### config.mk
export PLATFORM = sky130hd
export DESIGN_NAME = pipe_hazard_ctrl_flat
export DESIGN_NICKNAME = d
export VERILOG_FILES = /design/src/rtl/pipe_hazard_ctrl_if.sv /design/src/rtl/pipe_hazard_ctrl.sv /design/src/flat_wrapper.sv
export SDC_FILE = /design/constraint.sdc
export NUM_CORES = 1
export LEC_CHECK = 0
export CAP_MARGIN = 20
export CORE_MARGIN = 2
export CORE_UTILIZATION = 47
export DETAILED_ROUTE_END_ITERATION = 6
export PLACE_DENSITY_LB_ADDON = 0.25
export SLEW_MARGIN = 10
export SYNTH_ARGS = -nofsm -noshare
export SYNTH_HDL_FRONTEND = slang
export SYNTH_SLANG_ARGS = --single-unit
export TNS_END_PERCENT = 100
### constraint.sdc
create_clock -name clk -period 2.16 [get_ports clk]
set_input_delay 0.324 -clock clk [delete_from_list [all_inputs] [get_ports clk]]
set_output_delay 0.324 -clock clk [all_outputs]
set_load 0.005 [all_outputs]
### src/rtl/pipe_hazard_ctrl_if.sv
// Hazard-controller bus: ID-stage instruction fields and EX redirect in,
// pipeline stall/flush/bubble controls and EX forwarding selects out.
interface pipe_hazard_ctrl_if #(
    parameter int RF_ADDRESS = 5,
    parameter int FWD_W      = 2,
    parameter int CNT_W      = 32
);
    logic                  id_valid;
    logic [RF_ADDRESS-1:0] id_rs1;
    logic [RF_ADDRESS-1:0] id_rs2;
    logic [RF_ADDRESS-1:0] id_rd;
    logic                  id_regwrite;
    logic                  id_memread;
    logic                  id_mc;
    logic                  ex_redirect;
    logic                  stall_if;
    logic                  stall_id;
    logic                  flush_ifid;
    logic                  bubble_idex;
    logic                  mc_busy;
    logic [FWD_W-1:0]      fwd_a_sel;
    logic [FWD_W-1:0]      fwd_b_sel;
    logic [CNT_W-1:0]      stall_cnt;

    modport master (
        output id_valid, id_rs1, id_rs2, id_rd, id_regwrite, id_memread, id_mc, ex_redirect,
        input  stall_if, stall_id, flush_ifid, bubble_idex, mc_busy, fwd_a_sel, fwd_b_sel, stall_cnt
    );

    modport slave (
        input  id_valid, id_rs1, id_rs2, id_rd, id_regwrite, id_memread, id_mc, ex_redirect,
        output stall_if, stall_id, flush_ifid, bubble_idex, mc_busy, fwd_a_sel, fwd_b_sel, stall_cnt
    );
endinterface

### src/rtl/pipe_hazard_ctrl.sv
// Purpose: hazard tracking, EX operand forwarding and stall/flush/bubble control for the in-order pipeline.
// Latency: all control outputs combinational in the current cycle; tracker state advances on the next edge.
// Backpressure: load-use and multi-cycle EX occupancy hold PC and IF/ID; a taken EX redirect flushes instead.
module pipe_hazard_ctrl #(
    parameter int RF_ADDRESS = 5,
    parameter int DEPTH      = 4,
    parameter int MC_LAT     = 4,
    parameter int FWD_W      = $clog2(DEPTH-1),
    parameter int CNT_W      = 32
) (
    input  logic              clk,
    input  logic              reset,
    input  logic              init_load,
    pipe_hazard_ctrl_if.slave hz
);
    localparam int             MCW     = $clog2(MC_LAT) + 1;
    localparam logic [MCW-1:0] MC_LOAD = MCW'(MC_LAT - 1);

    typedef struct packed {
        logic                  valid;
        logic [RF_ADDRESS-1:0] rd;
        logic                  regwrite;
        logic                  memread;
        logic [RF_ADDRESS-1:0] rs1;
        logic [RF_ADDRESS-1:0] rs2;
    } ent_t;

    ent_t             ent_q [1:DEPTH-1];
    ent_t             ent_d [1:DEPTH-1];
    logic [MCW-1:0]   mc_cnt_q, mc_cnt_d;
    logic [CNT_W-1:0] stall_cnt_q, stall_cnt_d;
    logic             clr, busy, lu, redir, stall, bubble, accept;
    logic [FWD_W-1:0] fwd_a, fwd_b;

    always_comb begin
        clr    = ~reset | init_load;
        busy   = (mc_cnt_q != '0);
        lu     = hz.id_valid && ent_q[1].valid && ent_q[1].memread && (ent_q[1].rd != '0) &&
                 ((ent_q[1].rd == hz.id_rs1) || (ent_q[1].rd == hz.id_rs2));
        // A redirect while EX is occupied by a multi-cycle op cannot be real; drop it.
        redir  = hz.ex_redirect & ~busy;
        stall  = (lu | busy) & ~redir;
        bubble = lu | redir;
        accept = hz.id_valid & ~bubble & ~busy;
    end

    // Scan oldest to youngest so the youngest matching producer wins.
    always_comb begin
        fwd_a = '0;
        fwd_b = '0;
        for (int k = DEPTH - 1; k >= 2; k--) begin
            if (ent_q[k].valid && ent_q[k].regwrite && (ent_q[k].rd != '0)) begin
                if (ent_q[k].rd == ent_q[1].rs1) fwd_a = FWD_W'(k - 1);
                if (ent_q[k].rd == ent_q[1].rs2) fwd_b = FWD_W'(k - 1);
            end
        end
    end

    always_comb begin
        ent_d[1] = '0;
        for (int k = 2; k < DEPTH; k++) ent_d[k] = ent_q[k-1];
        if (accept) begin
            ent_d[1].valid    = 1'b1;
            ent_d[1].rd       = hz.id_rd;
            ent_d[1].regwrite = hz.id_regwrite;
            ent_d[1].memread  = hz.id_memread;
            ent_d[1].rs1      = hz.id_rs1;
            ent_d[1].rs2      = hz.id_rs2;
        end
        if (busy) begin
            ent_d[1] = ent_q[1];
            ent_d[2] = '0;
        end

        mc_cnt_d = mc_cnt_q;
        if (busy) mc_cnt_d = mc_cnt_q - MCW'(1);
        else if (accept && hz.id_mc) mc_cnt_d = MC_LOAD;

        stall_cnt_d = stall_cnt_q;
        if (stall && !(&stall_cnt_q)) stall_cnt_d = stall_cnt_q + CNT_W'(1);
    end

    always_ff @(posedge clk) begin
        if (!reset || init_load) begin
            for (int k = 1; k < DEPTH; k++) ent_q[k] <= '0;
            mc_cnt_q    <= '0;
            stall_cnt_q <= '0;
        end else begin
            ent_q       <= ent_d;
            mc_cnt_q    <= mc_cnt_d;
            stall_cnt_q <= stall_cnt_d;
        end
    end

    assign hz.stall_if    = stall & ~clr;
    assign hz.stall_id    = stall & ~clr;
    assign hz.flush_ifid  = redir & ~clr;
    assign hz.bubble_idex = bubble & ~clr;
    assign hz.mc_busy     = busy & ~clr;
    assign hz.fwd_a_sel   = clr ? '0 : fwd_a;
    assign hz.fwd_b_sel   = clr ? '0 : fwd_b;
    assign hz.stall_cnt   = clr ? '0 : stall_cnt_q;
endmodule

### src/flat_wrapper.sv
// flat-port wrapper written by rule: the top's interface ports become plain ports
module pipe_hazard_ctrl_flat 
#(
    parameter int RF_ADDRESS = 5,
    parameter int DEPTH      = 4,
    parameter int MC_LAT     = 4,
    parameter int FWD_W      = $clog2(DEPTH-1),
    parameter int CNT_W      = 32
)
  (clk, reset, init_load, hz_id_valid, hz_id_rs1, hz_id_rs2, hz_id_rd, hz_id_regwrite, hz_id_memread, hz_id_mc, hz_ex_redirect, hz_stall_if, hz_stall_id, hz_flush_ifid, hz_bubble_idex, hz_mc_busy, hz_fwd_a_sel, hz_fwd_b_sel, hz_stall_cnt);
  pipe_hazard_ctrl_if #(.RF_ADDRESS(RF_ADDRESS), .FWD_W(FWD_W), .CNT_W(CNT_W)) hz_i ();
  input  logic clk;
  input  logic reset;
  input  logic init_load;
  input wire logic [$bits(hz_i.id_valid)-1:0] hz_id_valid;
  input wire logic [$bits(hz_i.id_rs1)-1:0] hz_id_rs1;
  input wire logic [$bits(hz_i.id_rs2)-1:0] hz_id_rs2;
  input wire logic [$bits(hz_i.id_rd)-1:0] hz_id_rd;
  input wire logic [$bits(hz_i.id_regwrite)-1:0] hz_id_regwrite;
  input wire logic [$bits(hz_i.id_memread)-1:0] hz_id_memread;
  input wire logic [$bits(hz_i.id_mc)-1:0] hz_id_mc;
  input wire logic [$bits(hz_i.ex_redirect)-1:0] hz_ex_redirect;
  output wire logic [$bits(hz_i.stall_if)-1:0] hz_stall_if;
  output wire logic [$bits(hz_i.stall_id)-1:0] hz_stall_id;
  output wire logic [$bits(hz_i.flush_ifid)-1:0] hz_flush_ifid;
  output wire logic [$bits(hz_i.bubble_idex)-1:0] hz_bubble_idex;
  output wire logic [$bits(hz_i.mc_busy)-1:0] hz_mc_busy;
  output wire logic [$bits(hz_i.fwd_a_sel)-1:0] hz_fwd_a_sel;
  output wire logic [$bits(hz_i.fwd_b_sel)-1:0] hz_fwd_b_sel;
  output wire logic [$bits(hz_i.stall_cnt)-1:0] hz_stall_cnt;
  assign hz_i.id_valid = hz_id_valid;
  assign hz_i.id_rs1 = hz_id_rs1;
  assign hz_i.id_rs2 = hz_id_rs2;
  assign hz_i.id_rd = hz_id_rd;
  assign hz_i.id_regwrite = hz_id_regwrite;
  assign hz_i.id_memread = hz_id_memread;
  assign hz_i.id_mc = hz_id_mc;
  assign hz_i.ex_redirect = hz_ex_redirect;
  assign hz_stall_if = hz_i.stall_if;
  assign hz_stall_id = hz_i.stall_id;
  assign hz_flush_ifid = hz_i.flush_ifid;
  assign hz_bubble_idex = hz_i.bubble_idex;
  assign hz_mc_busy = hz_i.mc_busy;
  assign hz_fwd_a_sel = hz_i.fwd_a_sel;
  assign hz_fwd_b_sel = hz_i.fwd_b_sel;
  assign hz_stall_cnt = hz_i.stall_cnt;
  pipe_hazard_ctrl #(.RF_ADDRESS(RF_ADDRESS), .DEPTH(DEPTH), .MC_LAT(MC_LAT), .FWD_W(FWD_W), .CNT_W(CNT_W)) u_core (.clk(clk), .reset(reset), .init_load(init_load), .hz(hz_i));
endmodule
### Word level (Yosys, flattened, before mapping)

Index checks and enable logic that the tools add are counted.

* bits in registers: 67
* output and inout bits: 41
* logic and storage cells: 73

* add/subtract/negate cells: 2
* eq/ne operators: 6
* multiplexer cells: 14
* bitwise gates (word level): 16
* reduce and logical (&&, ||, !) cells: 21

Operators with widths (count)
* $add A32 B1 Y32 const B: 1
* $mux W32: 1
* $reduce_and A32 Y1: 1
* $eq A5 B5 Y1: 6
* $mux W2: 10
* $mux W18: 1
* $reduce_bool A5 Y1: 3
* $logic_and A1 B1 Y1: 10
* $and A1 B1 Y1: 8
* $mux W3: 2
* $not A1 Y1: 5
* $or A1 B1 Y1: 3
* $reduce_bool A3 Y1: 1
* $sub A3 B1 Y3 const B: 1
* $logic_not A1 Y1: 2
* $logic_or A1 B1 Y1: 2
* $reduce_bool A2 Y1: 1
* $reduce_or A2 Y1: 1

### Longest topological paths before layout

Gate-level depths: netlist (run 1).

* word-level depth: 11
* gate-level depth with buffers: 9
* depth with buffers taken out: 8

### Least setup slack after synthesis (run 1)

No wires, ideal clock.

* path kind: flip-flop to output port
* start point: reg u_core.ent_q[49] (netlist bit)
* end point: out hz_stall_if
* arrival: 1.752 ns
* required time: 1.836 ns
* slack: 0.084 ns
* stages on the path, launching flop included: 7
* cells stage by stage: dfxtp_1 -> or4_1 -> o211ai_2 -> o31a_1 -> clkbuf_1 -> nor2_1 -> buf_4

* cells in the longest elaborated chain, start to end: 6

RTL lines
* start: declaration: line pipe_hazard_ctrl.sv:28 `ent_t ent_q [1:DEPTH-1];`
* start signal: assignment: line pipe_hazard_ctrl.sv:89 `ent_q <= ent_d;`
* $eq A5 B5 Y1 or $reduce_bool A5 Y1 (tied branches): line pipe_hazard_ctrl.sv:39, pipe_hazard_ctrl.sv:38
* $logic_or A1 B1 Y1 or $logic_and A1 B1 Y1 (tied branches): line pipe_hazard_ctrl.sv:39, pipe_hazard_ctrl.sv:38
* $logic_and A1 B1 Y1 *: line pipe_hazard_ctrl.sv:38 `lu = hz.id_valid && ent_q[1].valid && ent_q[1].memread && (ent_q[1].rd != '0) &&`
* $or A1 B1 Y1 *: line pipe_hazard_ctrl.sv:42 `stall = (lu | busy) & ~redir;`
* $and A1 B1 Y1 *: line pipe_hazard_ctrl.sv:42
* $and A1 B1 Y1 *
* end: declaration: line flat_wrapper.sv:23 `output wire logic [$bits(hz_i.stall_if)-1:0] hz_stall_if;`

Mark *: on every way between the ends. The rest lies on a longest branch, timed or not.

### Worst setup path in the final report (run 1)

* start point: reg u_core.ent_q[49] (netlist bit)
* end point: reg u_core.stall_cnt_q[19]

* cells in the longest elaborated chain, start to end: 6

RTL lines
* $eq A5 B5 Y1 or $reduce_bool A5 Y1 (tied branches): line pipe_hazard_ctrl.sv:39, pipe_hazard_ctrl.sv:38
* $logic_or A1 B1 Y1 or $logic_and A1 B1 Y1 (tied branches): line pipe_hazard_ctrl.sv:39, pipe_hazard_ctrl.sv:38
* $logic_and A1 B1 Y1 *: line pipe_hazard_ctrl.sv:38
* $or A1 B1 Y1 *: line pipe_hazard_ctrl.sv:42
* $and A1 B1 Y1 *: line pipe_hazard_ctrl.sv:42
* $logic_and A1 B1 Y1 *: line pipe_hazard_ctrl.sv:80 `if (stall && !(&stall_cnt_q)) stall_cnt_d = stall_cnt_q + CNT_W'(1);`
* end signal: assignment: line pipe_hazard_ctrl.sv:91 `stall_cnt_q <= stall_cnt_d;`
* end: declaration: line pipe_hazard_ctrl.sv:31 `logic [CNT_W-1:0] stall_cnt_q, stall_cnt_d;`

Marked as above.
A chain may end at the register's enable or synchronous reset.

==> flow_metrics.py, run 1 <==
metrics = {
    "routing": {
        "drt-initial-drc-count": 244,
        "routed_via_density": 5.702,
        "routedWlPerCell_um": 18.56,
        "postRouteWirelength_um": 11530,
        "ant_nets": 0,
        "vias": 3541,
        "dr.pass1.iters": 4,
        "drcViolationCount": 0,
    },
    "global_routing": {
        "antenna_found_initial": 0,
        "grtUsageTotal_pct": 24.64,
        "grt_pass1_wl_um": 14950,
        "grt_pass1_vias": 3172,
        "grt_max_degree": 19,
        "gr-total-overflow": 0,
    },
    "final_layout": {
        "nNetsFinal": 547,
        "diodes": 0,
        "layoutNonFillerInstCount": 621,
        "post-route-util_pct": 79.87,
        "drive_above_1_share_pct": 38.10,
        "area_growth_pct": 61.93,
    },
    "synthesis": {
        "synth_top_cell_by_area": "dfxtp_1",
        "synth-main-ff-cell": "dfxtp_1",
        "synth.distinct_cells": 46,
        "syn_inst": 379,
        "yosys-top-cells-count": "67 x dfxtp_1, 40 x and2_1, 31 x nor2_1",
        "syn_avg_cell_area_um2": 8.940,
        "synth_most_common_cell": "dfxtp_1",
        "mappedNetlistNets": 406,
        "ys_ff_latch": 67,
        "synth_edf_count": 0,
        "syn-cell-area_mm2": 0.003388,
        "synth_area_leaders": "dfxtp_1 40%, and2_1 7.4%, xor2_1 6.2%",
        "async_reset_ff_share_pct": 0,
        "seq_area_frac_synth_pct": 39.59,
        "synth_top_cell_area_share_pct": 39.59,
        "yosysWarnings": 0,
    },
    "setup_path": {
        "worstPathArrival_ps": 2620,
        "cp_data_required_time_ps": 2390,
        "end_kind": "flip-flop",
        "critPathKind": "flip-flop to flip-flop",
        "cp-start-kind": "flip-flop",
        "ff2ff_setup_slack_ps": -230,
        "critPathMaxFanout": 7,
    },
    "timing": {
        "post-route-min-period_ps": 2390,
        "drv_slew": 0,
        "setup-tns-final_ps": -3912,
        "setup_slack_ps": -230.3,
        "tightestPinTransition_ps": 409.8,
        "setup_viol": 36,
        "fmax_mhz": 418.4,
        "finalClockSkew_ps": 7.616,
        "period_share_pct": 110.7,
        "finalHoldViolCount": 0,
        "max_slew_margin_pct": 72.61,
        "rsz0062_at_grt": "yes",
    },
    "placed_design": {
        "dp_cells": 577,
        "hpwl_um": 6533,
        "place.gp.congestion": 0.9071,
        "io_buffers": 63,
    },
    "power": {
        "power_density_mw_per_mm2": 461.9,
        "power_mw": 2.534,
        "ir_worst_vdd_mv": 0.3171,
        "power.leakage_nw": 2.613,
    },
    "floorplanning": {
        "rows": 30,
        "die_w_um": 88.91,
        "core_region_area_mm2": 0.006869,
        "ioPinCount": 64,
        "initial_core_util_pct": 49.33,
        "die_area_mm2": 0.007904,
        "die_h_um": 88.91,
    },
    "run_status": {
        "violations": "setup timing",
        "outcome": "finished with violations",
    },
    "worst_hold_path": {
        "hold_path.class": "input port to flip-flop",
    },
    "flow_run": {
        "maxCapViolCount": 0,
    },
    "clocking": {
        "clk_latency_ps": 340,
        "cts_buffer_depth": 2,
        "cts.htree.levels": 3,
        "cts_sinks": 67,
        "path_clk_slew_ps": 70,
        "hold_buffers": 0,
        "cts_root_buf": "clkbuf_8",
        "cts_buffers": 9,
        "cts_tree": "built",
    },
}
power breakdown:
part | total (mW) | internal [mW] | switching, mW
Combinational | 0.326 | 0.173 | 0.152
Clock | 0.955 | 0.476 | 0.479
Sequential | 1.25 | 1.24 | 0.0109
routing by layer:
layer	wire [um]	vias to the layer above	GRT usage, %	share of wire (%)
met5	0	-	0	0
met4	323	0	8.540	2.8
met3	582	38	5.078	5.0
met2	5795	145	40.16	50
met1	4824	1715	32.55	42
li1	-	1643	-	-
metrics by stage:
stage | worst slack, ps | instance area, um2 | hold slack [ps]
4_1_cts | -212.8 | 4896 | 464.5
5_1_grt | -325.5 | 5487 | 291.2
2_1_floorplan | 84.12 | 3388 | 430.1
3_3_place_gp | -456.9 | 4512 | 440.5
6_report | -230.3 | 5487 | 285.7
3_5_place_dp | -535.5 | 4512 | 447.6
cells in the final DEF, fill, tap and decap left out, types with 4 or more instances in the layout:
master            n
xor2_1           22
and2_4            4
nand3_1          19
buf_4            65
buf_6            14
nor3_2            4
dfxtp_1          58
or4_4             7
nor2_1           25
nand4_1           6
buf_2             6
xnor2_1           8
inv_1             8
and3_1            8
o21ai_0           7
or3_1             8
clkbuf_8         11
nor3_4            8
dlymetal6s2s_1    6
and2_1           36
buf_8             4
a21oi_1           5
a22o_1           17
nor4_4            6
mux2_4           11
clkdlybuf4s50_1  27
dfxtp_2           7
nand2_1          11
nor2_2            4
dlygate4sd2_1    23
a21oi_2           8
what timing repair did:
action,4_1_cts,5_1_grt
gates resized for setup,82,107
setup buffers,13,17
cloned,1,1
pin swaps,18,43
endpoints found under the setup margin,74,61
final timing paths:
path                     from                endpoint  depth (start not counted)
max          u_core.ent_q[49]  u_core.stall_cnt_q[19]                         10
min              hz_id_rs2[3]        u_core.ent_q[39]                          2
max reg2reg  u_core.ent_q[49]  u_core.stall_cnt_q[19]                         10
min reg2reg  u_core.ent_d[17]        u_core.ent_q[17]                          1
logic make-up after synthesis:
| kind of cell | count (synthesis) | share of synthesized area, % |
|---|---|---|
| xor+xnor | 32 | 8.272 |
| flops | 67 | 39.59 |
| compound gates | 59 | 12.44 |
| simple gates | 172 | 29.25 |
| buf+inv | 28 | 3.397 |
| mux | 17 | 5.576 |
| fa+ha+maj | 4 | 1.477 |
flip-flops by register name, indices dropped and copies added (netlist names):
| register | flops |
|---|---|
| u_core.ent_q | 25 |
| u_core.mc_cnt_q | 3 |
| u_core.stall_cnt_q | 32 |
| u_core.ent_d | 7 |
worst max-delay path, stage by stage, from the launching register on:
cell and delay, ps:
dfxtp_4 360, buf_12 120, xor2_2 160, nor3_2 230
buf_4 140, a221o_1 280, nand4b_4 220, buf_4 200
buf_6 110, nor3_4 120, mux2_4 320
layout make-up:
type	instances	area, um2
clock buffers	12	155.1
repair buffers	150	1400
clock inverters	4	25.02
inverters	8	30.03
multi-input cells	284	2399
fillers	402	1383
flip-flops and latches	67	1358
well taps	96	120.1
(Power assumes the default switching activity.)
==> run 2, diff against run 1 <==
- CORE_MARGIN: 2 -> 1.5
- SETUP_SLACK_MARGIN: unset -> 0.05
==> run 2 against run 1 <==
The run still ends with setup timing left. Combinational power fell by 2%. Final area rose by 0.30%. Total power rose by 3.1%. Sequential share of layout area fell by 0.050 points. Sequential power barely moved. Final cell count rose by 1.3%. Wire length rose by 10%. Setup slack got worse by 76 ps.
==> flow_metrics.py, run 2 (same netlist as run 1, synthesis figures left out) <==
metrics = {
    "run_status": {
        "outcome": "finished with violations",
        "violations": "setup timing",
    },
    "setup_path": {
        "end_kind": "primary output",
        "slowest_stage": "dfxtp_4",
        "worstPathArrival_ps": 2140,
        "path_depth": 8,
        "critPathMaxFanout": 4,
        "crit_chain": "buf_6, xor2_2, nor3_2, a22oi_2, o31a_1, nor2_2, buf_4, buf_2",
        "r2r_start": "u_core.ent_q[49]",
        "ff2ff_path_depth": 9,
        "ff2ff_setup_slack_ps": -300,
        "cp_top_family": "simple AND/OR/NAND/NOR gates",
        "cp-start-kind": "flip-flop",
        "slowest_delay_ps": 350,
        "r2r-end": "u_core.stall_cnt_q[31]",
        "critPathBufInv": 3,
        "critPathKind": "flip-flop to primary output",
        "cp_data_required_time_ps": 1840,
    },
    "routing": {
        "postRouteWirelength_um": 12690,
        "ant_nets": 0,
        "vias": 3688,
        "routedWlPerCell_um": 20.17,
        "dr.pass1.iters": 5,
        "drcViolationCount": 0,
        "drt-initial-drc-count": 274,
        "routed_via_density": 5.863,
    },
    "timing": {
        "tightestPinTransition_ps": 348.2,
        "finalHoldViolCount": 0,
        "finalClockSkew_ps": 8.894,
        "drv_slew": 0,
        "period_share_pct": 114.2,
        "post-route-min-period_ps": 2466,
        "setup_slack_ps": -305.9,
        "max_slew_margin_pct": 76.73,
        "setup-tns-final_ps": -6771,
        "rsz0062_at_grt": "yes",
        "fmax_mhz": 405.5,
        "setup_viol": 44,
    },
    "power": {
        "internal_power_mw": 1.936,
        "ir_worst_vdd_mv": 0.3182,
        "power_density_mw_per_mm2": 474.7,
        "power.share.sequential_pct": 48.0,
        "power.leakage_nw": 2.651,
        "comb_power_share_pct": 12.3,
        "clkPwrFrac_pct": 39.8,
        "power.switching_mw": 0.6762,
        "switching_share_pct": 25.89,
    },
    "placed_design": {
        "io_buffers": 63,
        "place.gp.congestion": 0.8875,
        "hpwl_um": 6437,
        "postPlaceCellArea_mm2": 0.004519,
    },
    "global_routing": {
        "grt_max_degree": 19,
        "grtUsageTotal_pct": 27.50,
        "grt_pass1_wl_um": 16200,
        "gr-total-overflow": 0,
        "antenna_found_initial": 0,
        "grt_pass1_vias": 3322,
    },
    "clocking": {
        "cts.htree.levels": 3,
        "cts_buffer_depth": 2,
        "cts_sinks": 67,
        "hold_buffers": 0,
        "cts_tree": "built",
        "cts_root_buf": "clkbuf_8",
        "clk_latency_ps": 350,
        "path_clk_slew_ps": 80,
        "cts_buffers": 9,
    },
    "worst_hold_path": {
        "hold_path.class": "input port to flip-flop",
        "whs_endpoint": "u_core.ent_q[38]",
        "min-delay-start": "hz_id_rs2[2]",
        "hold_path_depth": 2,
    },
    "floorplanning": {
        "core_region_area_mm2": 0.006869,
        "ioPinCount": 64,
        "die_h_um": 87.91,
        "initial_core_util_pct": 49.33,
        "die_w_um": 87.91,
        "die_area_mm2": 0.007727,
        "rows": 30,
    },
    "final_layout": {
        "regMostFlops": "u_core.stall_cnt_q",
        "nNetsFinal": 555,
        "final_common_cell": "buf_4",
        "drive_above_1_share_pct": 37.34,
        "diodes": 0,
        "final_area_mm2": 0.005503,
        "area_growth_pct": 62.41,
        "largest_reg_flops": 32,
        "most-common-layout-cells": "66 x buf_4, 59 x dfxtp_1, 40 x and2_1, 37 x dlygate4sd2_1, 26 x nor2_1",
    },
    "flow_run": {
        "maxCapViolCount": 0,
    },
}
run 2: worst max-delay path by stage:
| stage | slack, ps | start | end |
|---|---|---|---|
| 2_1_floorplan | 80 | u_core.ent_q[49] | hz_stall_if |
| 3_3_place_gp | -480 | hz_id_rs1[2] | hz_stall_id |
| 3_5_place_dp | -550 | hz_id_rs1[2] | hz_stall_id |
| 4_1_cts | -170 | u_core.ent_q[52] | hz_stall_id |
| 5_1_grt | -360 | u_core.ent_q[49] | u_core.stall_cnt_q[31] |
| 6_report | -310 | u_core.ent_q[49] | hz_stall_id |
run 2: what timing repair did:
item	in CTS	in global routing
gates resized for setup	121	69
pin swaps	36	34
hold endpoints to repair	0	0
setup endpoints to repair	84	58
buffers inserted	25	10
cloned	3	3
run 2: routing by layer:
| layer | GRT usage [%] | share of wire [%] |
|---|---|---|
| met2 | 45.45 | 48 |
| met3 | 4.241 | 7.2 |
| met1 | 35.50 | 41 |
| met4 | 11.98 | 3.4 |
| met5 | 0 | 0 |
run 2: power by group through the flow:
stage | registers (mW) | logic, mW | clock network [mW]
final | 1.25 | 0.321 | 1.04
after global routing | 1.25 | 0.334 | 1.09
after CTS | 1.25 | 0.263 | 1.03
after detailed placement | 1.28 | 0.216 | 0
after global placement | 1.28 | 0.211 | 0
after floorplan | 1.28 | 0.0987 | 0
run 2: cell type report:
class	instances	area, um2
clock buffers	9	123.9
clock inverters	7	68.82
fillers	392	1366
inverters	8	30.03
multi-input cells	284	2331
flip-flops and latches	67	1359
well taps	96	120.1
repair buffers	158	1470
run 2: metrics by stage:
stage / worst slack, ps / instances / total power [mW] / hold WS [ps] / utilization, %
2_1_floorplan: 84.12 / 379 / 1.379 / 430.1 / -
3_3_place_gp: -477.0 / 578 / 1.494 / 442.9 / 65.79
3_5_place_dp: -546.0 / 578 / 1.500 / 442.3 / 65.79
4_1_cts: -173.7 / 619 / 2.546 / 359.6 / 74.35
5_1_grt: -363.0 / 629 / 2.679 / 379.2 / 80.11
6_report: -305.9 / 629 / 2.612 / 351.6 / 80.11
